<file path="src/rtl/bcd_pkg.sv">
// Shared types and constants for the time-shared binary-to-BCD converter.
// The top-level build option BCD_LEADING_BLANK_EN lives in bcd_conv_arbiter.sv.
package bcd_pkg;

    typedef enum logic [1:0] {
        IDLE,
        SHIFT,
        DONE
    } state_t;

    localparam int DIGIT_W = 4;

    localparam logic [DIGIT_W-1:0] BCD_BLANK   = 4'hF;
    localparam logic [DIGIT_W-1:0] ADD3_THRESH = 4'd5;

endpackage

</file>
<file path="src/rtl/bcd_dabble_core.sv">
// Iterative double-dabble datapath: one add-3/shift step per 'step' cycle.
// The step_* outputs are the post-step values, so the caller can capture a result on the final step edge.
module bcd_dabble_core
    import bcd_pkg::*;
#(
    parameter int WIDTH  = 32,
    parameter int DIGITS = 8
) (
    input  logic                        clk,
    input  logic                        rst_n,
    input  logic                        load,
    input  logic                        step,
    input  logic [WIDTH-1:0]            operand,
    output logic [DIGITS*DIGIT_W-1:0]   step_digits,
    output logic                        step_ovf
);

    localparam int BCD_W = DIGITS * DIGIT_W;

    logic [BCD_W-1:0] dig_q;
    logic [BCD_W-1:0] dig_adj;
    logic [WIDTH-1:0] opr_q;
    logic             ovf_q;

    always_comb begin
        dig_adj = dig_q;
        for (int d = 0; d < DIGITS; d++) begin
            if (dig_q[d*DIGIT_W +: DIGIT_W] >= ADD3_THRESH) begin
                dig_adj[d*DIGIT_W +: DIGIT_W] = dig_q[d*DIGIT_W +: DIGIT_W] + 4'd3;
            end
        end
    end

    // A bit leaving the top digit is a carry worth 10^DIGITS, so it can only mean overflow.
    assign step_digits = {dig_adj[BCD_W-2:0], opr_q[WIDTH-1]};
    assign step_ovf    = ovf_q | dig_adj[BCD_W-1];

    always_ff @(posedge clk or negedge rst_n) begin
        if (!rst_n) begin
            dig_q <= '0;
            opr_q <= '0;
            ovf_q <= 1'b0;
        end else if (load) begin
            dig_q <= '0;
            opr_q <= operand;
            ovf_q <= 1'b0;
        end else if (step) begin
            dig_q <= step_digits;
            opr_q <= {opr_q[WIDTH-2:0], 1'b0};
            ovf_q <= step_ovf;
        end
    end

endmodule

</file>
<file path="src/rtl/bcd_conv_arbiter.sv">
// Round-robin arbiter sharing one double-dabble engine among NREQ requesters with a req/ack handshake.
// Define BCD_LEADING_BLANK_EN to replace leading zero digits with BCD_BLANK (digit 0 always shown).
module bcd_conv_arbiter
    import bcd_pkg::*;
#(
    parameter int NREQ   = 3,
    parameter int WIDTH  = 32,
    parameter int DIGITS = 8
) (
    input  logic                        clk,
    input  logic                        rst_n,
    input  logic [NREQ-1:0]             req,
    input  logic [NREQ*WIDTH-1:0]       bin_in,
    output logic [NREQ-1:0]             ack,
    output logic [2:0]                  ack_id,
    output logic [DIGITS*DIGIT_W-1:0]   bcd_out,
    output logic                        ovf,
    output logic                        busy
);

    localparam int BCD_W = DIGITS * DIGIT_W;
    localparam int CNT_W = $clog2(WIDTH + 1);

    state_t           state;
    logic [CNT_W-1:0] cnt;
    logic [2:0]       idx;
    logic [2:0]       rr;
    logic [2:0]       winner;
    logic             any_req;
    logic             load;
    logic             step;
    logic [WIDTH-1:0] grant_opr;
    logic [BCD_W-1:0] core_digits;
    logic [BCD_W-1:0] result;
    logic             core_ovf;

    // Search starts just above the last winner, so every requester gets a turn.
    always_comb begin
        int  cand;
        logic found;
        cand   = 0;
        found  = 1'b0;
        winner = 3'd0;
        for (int i = 1; i <= NREQ; i++) begin
            cand = (int'(rr) + i) % NREQ;
            if (!found && req[cand]) begin
                winner = 3'(cand);
                found  = 1'b1;
            end
        end
    end

    assign any_req   = |req;
    assign load      = (state == IDLE) && any_req;
    assign step      = (state == SHIFT);
    assign grant_opr = bin_in[int'(winner)*WIDTH +: WIDTH];

    bcd_dabble_core #(
        .WIDTH  (WIDTH),
        .DIGITS (DIGITS)
    ) u_core (
        .clk         (clk),
        .rst_n       (rst_n),
        .load        (load),
        .step        (step),
        .operand     (grant_opr),
        .step_digits (core_digits),
        .step_ovf    (core_ovf)
    );

`ifdef BCD_LEADING_BLANK_EN
    function automatic logic [BCD_W-1:0] blank_leading(input logic [BCD_W-1:0] d);
        logic [BCD_W-1:0] r;
        logic             lead;
        r    = d;
        lead = 1'b1;
        for (int k = DIGITS - 1; k >= 1; k--) begin
            if (lead && (d[k*DIGIT_W +: DIGIT_W] == 4'd0)) begin
                r[k*DIGIT_W +: DIGIT_W] = BCD_BLANK;
            end else begin
                lead = 1'b0;
            end
        end
        return r;
    endfunction

    assign result = blank_leading(core_digits);
`else
    assign result = core_digits;
`endif

    always_ff @(posedge clk or negedge rst_n) begin
        if (!rst_n) begin
            state   <= IDLE;
            cnt     <= '0;
            idx     <= 3'd0;
            rr      <= 3'(NREQ - 1);
            ack     <= '0;
            ack_id  <= 3'd0;
            bcd_out <= '0;
            ovf     <= 1'b0;
            busy    <= 1'b0;
        end else begin
            case (state)
                IDLE: begin
                    if (any_req) begin
                        idx   <= winner;
                        rr    <= winner;
                        cnt   <= CNT_W'(WIDTH);
                        busy  <= 1'b1;
                        state <= SHIFT;
                    end
                end
                SHIFT: begin
                    cnt <= cnt - CNT_W'(1);
                    if (cnt == CNT_W'(1)) begin
                        bcd_out <= result;
                        ovf     <= core_ovf;
                        ack     <= NREQ'(1) << idx;
                        ack_id  <= idx;
                        state   <= DONE;
                    end
                end
                DONE: begin
                    ack   <= '0;
                    busy  <= 1'b0;
                    state <= IDLE;
                end
                default: begin
                    state <= IDLE;
                end
            endcase
        end
    end

endmodule

</file>
<file path="config.mk">
export PLATFORM = sky130hd
export DESIGN_NAME = bcd_conv_arbiter
export DESIGN_NICKNAME = d
export VERILOG_FILES = /design/src/rtl/bcd_pkg.sv /design/src/rtl/bcd_dabble_core.sv /design/src/rtl/bcd_conv_arbiter.sv
export SDC_FILE = /design/constraint.sdc
export NUM_CORES = 1
export LEC_CHECK = 0
export CAP_MARGIN = 25
export CELL_PAD_IN_SITES_DETAIL_PLACEMENT = 0
export CELL_PAD_IN_SITES_GLOBAL_PLACEMENT = 2
export CORE_MARGIN = 5
export CORE_UTILIZATION = 32
export DETAILED_ROUTE_END_ITERATION = 7
export PLACE_DENSITY_LB_ADDON = 0.25
export RECOVER_POWER = 100
export SYNTH_ARGS = -nofsm -noshare
export SYNTH_HDL_FRONTEND = slang
export SYNTH_SLANG_ARGS = --single-unit
</file>
<file path="constraint.sdc">
create_clock -name clk -period 5.36 [get_ports clk]
set_input_delay 0.804 -clock clk [delete_from_list [all_inputs] [get_ports clk]]
set_output_delay 0.804 -clock clk [all_outputs]
set_load 0.02 [all_outputs]
</file>
Word-level counts from Yosys, hierarchy flattened
Cells that the tools add are included.

cells by class
  bitwise logic cells = 1
  divide/modulo/power cells = 3
  shift-type cells = 2
  reductions and logical operators = 17
  equal/unequal tests = 5
  muxes and demuxes = 37
  add/subtract/negate cells = 12
  magnitude comparators = 11

operator list
  kind                     count
  $mux W32                 4
  $lt A32 B4 Y1 const B    3
  $mod A32 B3 Y32 const B  3
  $shiftx A96 B9 Y32       1
  $add A4 B2 Y4 const B    8
  $ge A4 B3 Y1 const B     8
  $mux W4                  8
  $mux W3                  4
  $pmux W6 S2              1
  $reduce_and A2 Y1        6
  $mux W1                  11
  $add A3 B2 Y4 const B    2
  $reduce_bool A2 Y1       4
  $bmux W1 S2              3
  $eq A6 B1 Y1 const B     1
  $mux W6                  1
  $pmux W3 S2              1
  $sub A6 B1 Y6 const B    1
  $add A3 B1 Y4 const B    1
  $mux W2                  2
  $pmux W2 S2              1
  $logic_and A1 B1 Y1      3
  $reduce_or A3 Y1         1
  $shl A1 B3 Y3 const A    1
  other kinds (8)          9

storage, ports and cells
  word-level logic and storage cells = 100
  output and inout bits = 40
  input bits = 101
  flip-flop bits (word level) = 119

Logic depth before layout (Yosys ltp)
  depth after elaboration = 14
  gate-level depth with buffers = 24
  depth with buffers taken out = 19

Cells and area by module
A second synthesis with hierarchy kept.

unflattened totals
  cell total of the unflattened synthesis = 874
  area, all modules = 7632.3 um2

modules (own cells, without submodules)
  module            area an instance (um2)  times used  cells each  sequential area each (um2)
  bcd_conv_arbiter  3860.0                  1           462         1302.5
  bcd_dabble_core   3772.4                  1           412         1626.6

Least setup slack after synthesis
No wires, ideal clock.

  path type = flip-flop to flip-flop
  from = register idx[0] (netlist name)
  to = register u_core.opr_q[10]
  stages on the path, launching flop included = 25
  period minus slack after synthesis = 4879 ps
  buffers on the path = 6
  setup slack = 481 ps
  setup time = 127 ps
  data arrival time = 4752 ps
  required time = 5233 ps
  cell sequence = dfrtp_1 > buf_2 > buf_2 > clkbuf_1 > inv_1 > ha_1 > clkbuf_1 > inv_1 > ha_1 > ha_1 > a21oi_2 > nand2_1 > nand2_1 > nand2_1 > ha_1 > a31oi_1 > o21ai_0 > or3_1 > a22o_1 > or4_1 > and2_1 > buf_2 > buf_6 > mux2i_1 > o21ai_1

RTL lines
  element               RTL line               text
  end signal, assigned  bcd_dabble_core.sv:45  opr_q <= operand;
  end signal, assigned  bcd_dabble_core.sv:49  opr_q <= {opr_q[WIDTH-2:0], 1'b0};
  end, declared         bcd_dabble_core.sv:22  logic [WIDTH-1:0] opr_q;

Worst setup path after layout
  from = register rr[1]
  to = register u_core.opr_q[13]

on the way
  word-level cells in the longest chain between the ends = 14
  elaborated cells on any way between the ends = 26
  those cells by class = add/sub (3); div (3); shift (1); mux (15); reduce/logical (4)

RTL lines
  element                                     RTL line                 text
  start, declared                             bcd_conv_arbiter.sv:27   logic [2:0] rr;
  start signal, assigned                      bcd_conv_arbiter.sv:97   rr <= 3'(NREQ - 1);
  start signal, assigned                      bcd_conv_arbiter.sv:108  rr <= winner;
  $add A3 B1 Y4                               bcd_conv_arbiter.sv:45   cand = (int'(rr) + i) % NREQ;
  $mod A32 B3 Y32                             bcd_conv_arbiter.sv:45
  $bmux W1 S2                                 bcd_conv_arbiter.sv:46   if (!found && req[cand]) begin
  $mux W1 (implied by the code) (2 in a row)  bcd_conv_arbiter.sv:46
  $mux W1                                     bcd_conv_arbiter.sv:46
  $logic_not A1 Y1                            bcd_conv_arbiter.sv:46
  $logic_and A1 B1 Y1                         bcd_conv_arbiter.sv:46
  $mux W1                                     bcd_conv_arbiter.sv:46
  $logic_not A1 Y1                            bcd_conv_arbiter.sv:46
  $logic_and A1 B1 Y1                         bcd_conv_arbiter.sv:46
  $mux W3 (*)                                 bcd_conv_arbiter.sv:46
  $shiftx A96 B9 Y32 (*)                      bcd_conv_arbiter.sv:56   assign grant_opr = bin_in[int'(winner)*WIDTH +: WIDTH];
  $mux W32 (*)                                bcd_dabble_core.sv:43    end else if (load) begin

Mark *: on every way between the ends. The rest lies on a longest branch, timed or not. The select of a mux whose other input is x is not followed.
A chain may end at the register's enable or synchronous reset.

==> results_dict.tcl <==
set metrics [dict create \
    drv_cap 3 \
    core-area_um2 22570 \
    placed_cells 1213 \
    pwr_density_cell_nw_per_um2 757.1 \
    seq_area_frac_synth 0.4013 \
    slew_headroom -1.287 \
    finalSetupTns_ns 0 \
    fin_crit_sh 0.9322 \
    rsz0062_at_grt "false" \
    grt_antenna_before_repair 0 \
    synth_flop_cell "dfrtp_1" \
    ys_ff_latch 117 \
    hold_class "reg -> reg" \
    synthCells 828 \
    diodes 0 \
    drive_gt1_frac 0.07955 \
    grt_pass1_vias 6393 \
    synth_edf_count 0 \
    period_minus_slack_ns 4.997 \
    instances_no_fill 1253 \
    track_usage 0.1583 \
    slowest_delay_ns 0.66 \
    holdCritStartpoint "ovf" \
    synth_top_cell_area_share 0.3977 \
    p_sw_mw 3.396 \
    gp_congestion 0.8032 \
    p_leak_nw 4.218 \
    violations "capacitance limit, slew limit" \
    dr_total_vias 6449 \
    endpoint_kind "register" \
    cts_buffer_depth 2 \
    grt_max_degree 88 \
    slew_viol_final 182 \
    ys.warnings.count 0 \
    cts_num_sinks 117 \
    status "complete, but fails checks" \
    drc 0 \
    ant_nets 0 \
    grt_overflow_total 0 \
    portBuffers 140 \
    max_freq_mhz 200.1 \
    p_sw_frac 0.4660 \
    path_class "reg -> reg" \
    die-width_um 161.0 \
    finalHoldViolCount 0 \
    start_util 0.3234 \
    report.final.setup_viol 0 \
    fin_nets 1094 \
    grt_pass1_wl_um 33550 \
    worst_slew_pin_slew_ns 3.430 \
    dp_hpwl_um 13980 \
    cp-startpoint "rr[1]" \
    vdd_drop_max_mv 0.5790 \
    synth_fp_nets 967 \
    startpoint_type "register" \
    pin_count 141 \
    cts.reportedPaths.clkPinSlew_ns 0.06 \
    arrival_ns 5.33 \
    areaGrowthSynthToFinish_pct 31.88 \
    required_ns 5.70 \
    power.total_mw 7.288 \
    dr.pass1.iters 4 \
    reg2reg_from "rr[1]" \
    synth_area_per_cell_um2 8.816 \
    synth.distinct_cells 70 \
    combPwrFrac 0.617 \
    internal_power_mw 3.892 \
    wire_per_inst_um 16.30 \
    crit_chain "inv_1, ha_1, xor2_1, nor2_1, ha_1, ha_1, a21oi_2, nand2_1, nand2_1, nand2_1, ha_1, a31oi_1, o21ai_0, o21ai_0, a21oi_1, o311ai_0, mux2i_4, or3b_1, buf_4, o21ai_0" \
    fin_skew_ns 0.01235 \
    die_area_um2 25930 \
    holdBufCountCts 0 \
    drtIter0Drc 283 \
    seq_power_share 0.216 \
    vias_per_cell 5.147 \
    h-tree-depth 4 \
    rows 55 \
    cts_buffers 17 \
    path_max_fanout 30 \
    syn_area_um2 7300 \
    cts_tree "built" \
    worstSkewPairLatency_ns 0.42 \
    slowest_stage "dfstp_2" \
    root_buffer "clkbuf_16" \
    synth_area_leaders "dfrtp_1 40%, o21ai_0 7.7%, ha_1 6.5%" \
    routed_wirelength_um 20430 \
    async_flop_share 1.000 \
    cpMostUsedCell "ha_1" \
    hold_slack_ns 0.4638 \
    die_y_um 161.0 \
    clkPwrFrac 0.167 \
    synth_top_cell_by_area "dfrtp_1" \
]
logic make-up (layout without fill, tap and decap cells):
logic type | after synthesis | after routing | share of synthesized area
AOI/OAI and AO/OA | 273 | 273 | 0.2377
xor gates and xnor gates | 15 | 15 | 0.02057
muxes | 43 | 43 | 0.06102
and+or+nand+nor | 252 | 252 | 0.1632
DFF | 117 | 117 | 0.4013
adders and majority gates | 38 | 38 | 0.06514
buffers and inverters | 90 | 230 | 0.05108
routing by layer:
metal | vias up | global-route usage | wire length, µm | share of wire
met5 | - | 0 | 0 | 0
met4 | 0 | 0.03994 | 129 | 0.0063
met3 | 10 | 0.03930 | 922 | 0.045
met2 | 119 | 0.2567 | 9529 | 0.47
met1 | 3058 | 0.2133 | 9843 | 0.48
li1 | 3262 | - | - | -
power groups by stage:
| stage | Clock (mW) | Combinational [mW] | Sequential (mW) |
|---|---|---|---|
| after detailed placement | 0 | 4.43 | 1.59 |
| after CTS | 1.25 | 4.44 | 1.58 |
| after floorplan | 0 | 3.14 | 1.63 |
| final | 1.22 | 4.49 | 1.58 |
| after global placement | 0 | 4.38 | 1.60 |
| after global routing | 1.30 | 5.01 | 1.64 |
cell usage after synthesis (2+ instances only):
cell type  number
nor3b_1        15
inv_1          36
nor2b_1         8
buf_2           7
o22ai_1         2
and3_1          3
a21boi_0        3
o32ai_1         2
o21ai_0       112
ha_1           38
nor4b_1         2
buf_1           4
nor3_1          7
o311ai_0        4
o21a_1          3
a211o_1         2
or3_1           4
o311a_1         2
nand4_1         2
a32o_1          5
xnor2_1        13
mux2_2          8
nand2_1        68
o221ai_2        2
mux2i_1        34
dfrtp_1       116
or4_1           2
nor4_1          3
a21oi_1        39
nor2_1         79
and2_1          3
a31oi_1         3
a32oi_1         2
nand2b_1       12
a211oi_1        5
nand3_1        39
o31ai_1         6
clkbuf_1       39
a41oi_1        30
buf_6           3
o211ai_1        2
o21ai_1        31
what timing repair did:
action,in CTS,in global routing
setup endpoints to repair,0,34
gates resized for setup,0,3
buffers inserted,0,8
metrics by stage:
stage	instance area [µm²]	utilization	setup slack, ns
floorplan	7300	-	0.4812
global placement	8956	0.3968	0.3451
detailed placement	8956	0.3968	0.2237
CTS	9590	0.4249	0.2012
global route	9627	0.4265	0.01151
finish	9627	0.4265	0.3635
worst paths after layout:
kind,slack [ns],end,cells after the start
hold reg to reg,0.46,ovf,2
max in group asynchronous,1.12,bcd_out[19],2
min in group asynchronous,1.56,bcd_out[25],1
setup / recovery,0.36,u_core.opr_q[13],20
setup reg to reg,0.36,u_core.opr_q[13],20
hold / removal,0.46,ovf,2
critical path: cells and delay by family, from the launching register on:
family | cells | cell delay [ns]
flops | 1 | 0.66
buf+inv | 2 | 0.43
mux | 1 | 0.13
fa+ha+maj | 4 | 0.90
compound gates | 7 | 1.83
xor+xnor | 1 | 0.30
simple gates | 5 | 0.66
registers in the layout, indices dropped and copies added (netlist names):
| name | flops |
|---|---|
| state | 2 |
| ack | 3 |
| rr | 1 |
| busy | 1 |
| u_core.dig_q | 32 |
| u_core.ovf_q | 1 |
| cnt | 6 |
| bcd_out | 32 |
| ovf | 1 |
| idx | 3 |
| ack_id | 3 |
| u_core.opr_q | 32 |
placed cells by master (no fill, tap or decap), types with 3 or more instances in the layout:
cell / count
a21oi_1: 39
and3_1: 3
or3_1: 4
a21boi_0: 3
a211oi_1: 5
o21a_1: 3
buf_4: 15
o21ai_1: 23
clkbuf_1: 7
dfrtp_1: 115
dlygate4sd3_1: 41
clkdlybuf4s50_1: 98
a32o_1: 5
nor2b_1: 8
ha_1: 38
nor2_1: 79
xnor2_1: 13
nand3_1: 38
clkbuf_16: 17
o31ai_1: 6
inv_1: 36
bufinv_16: 4
clkinvlp_4: 4
nor4_1: 3
nor3b_1: 15
nor3_1: 6
nand2b_1: 11
mux2_2: 8
mux2i_1: 33
nand2_1: 68
a31oi_1: 3
o311ai_0: 4
o21ai_0: 120
a41oi_1: 30
cell type report:
cell class	count	area (µm²)
well taps	285	356.6
fillers	2286	12940
inverters	36	135.1
clock inverters	12	177.7
multi-input cells	621	4031
repair buffers	162	1539
clock buffers	20	456.7
flip-flops and latches	117	2930
(Power assumes the default switching activity.)
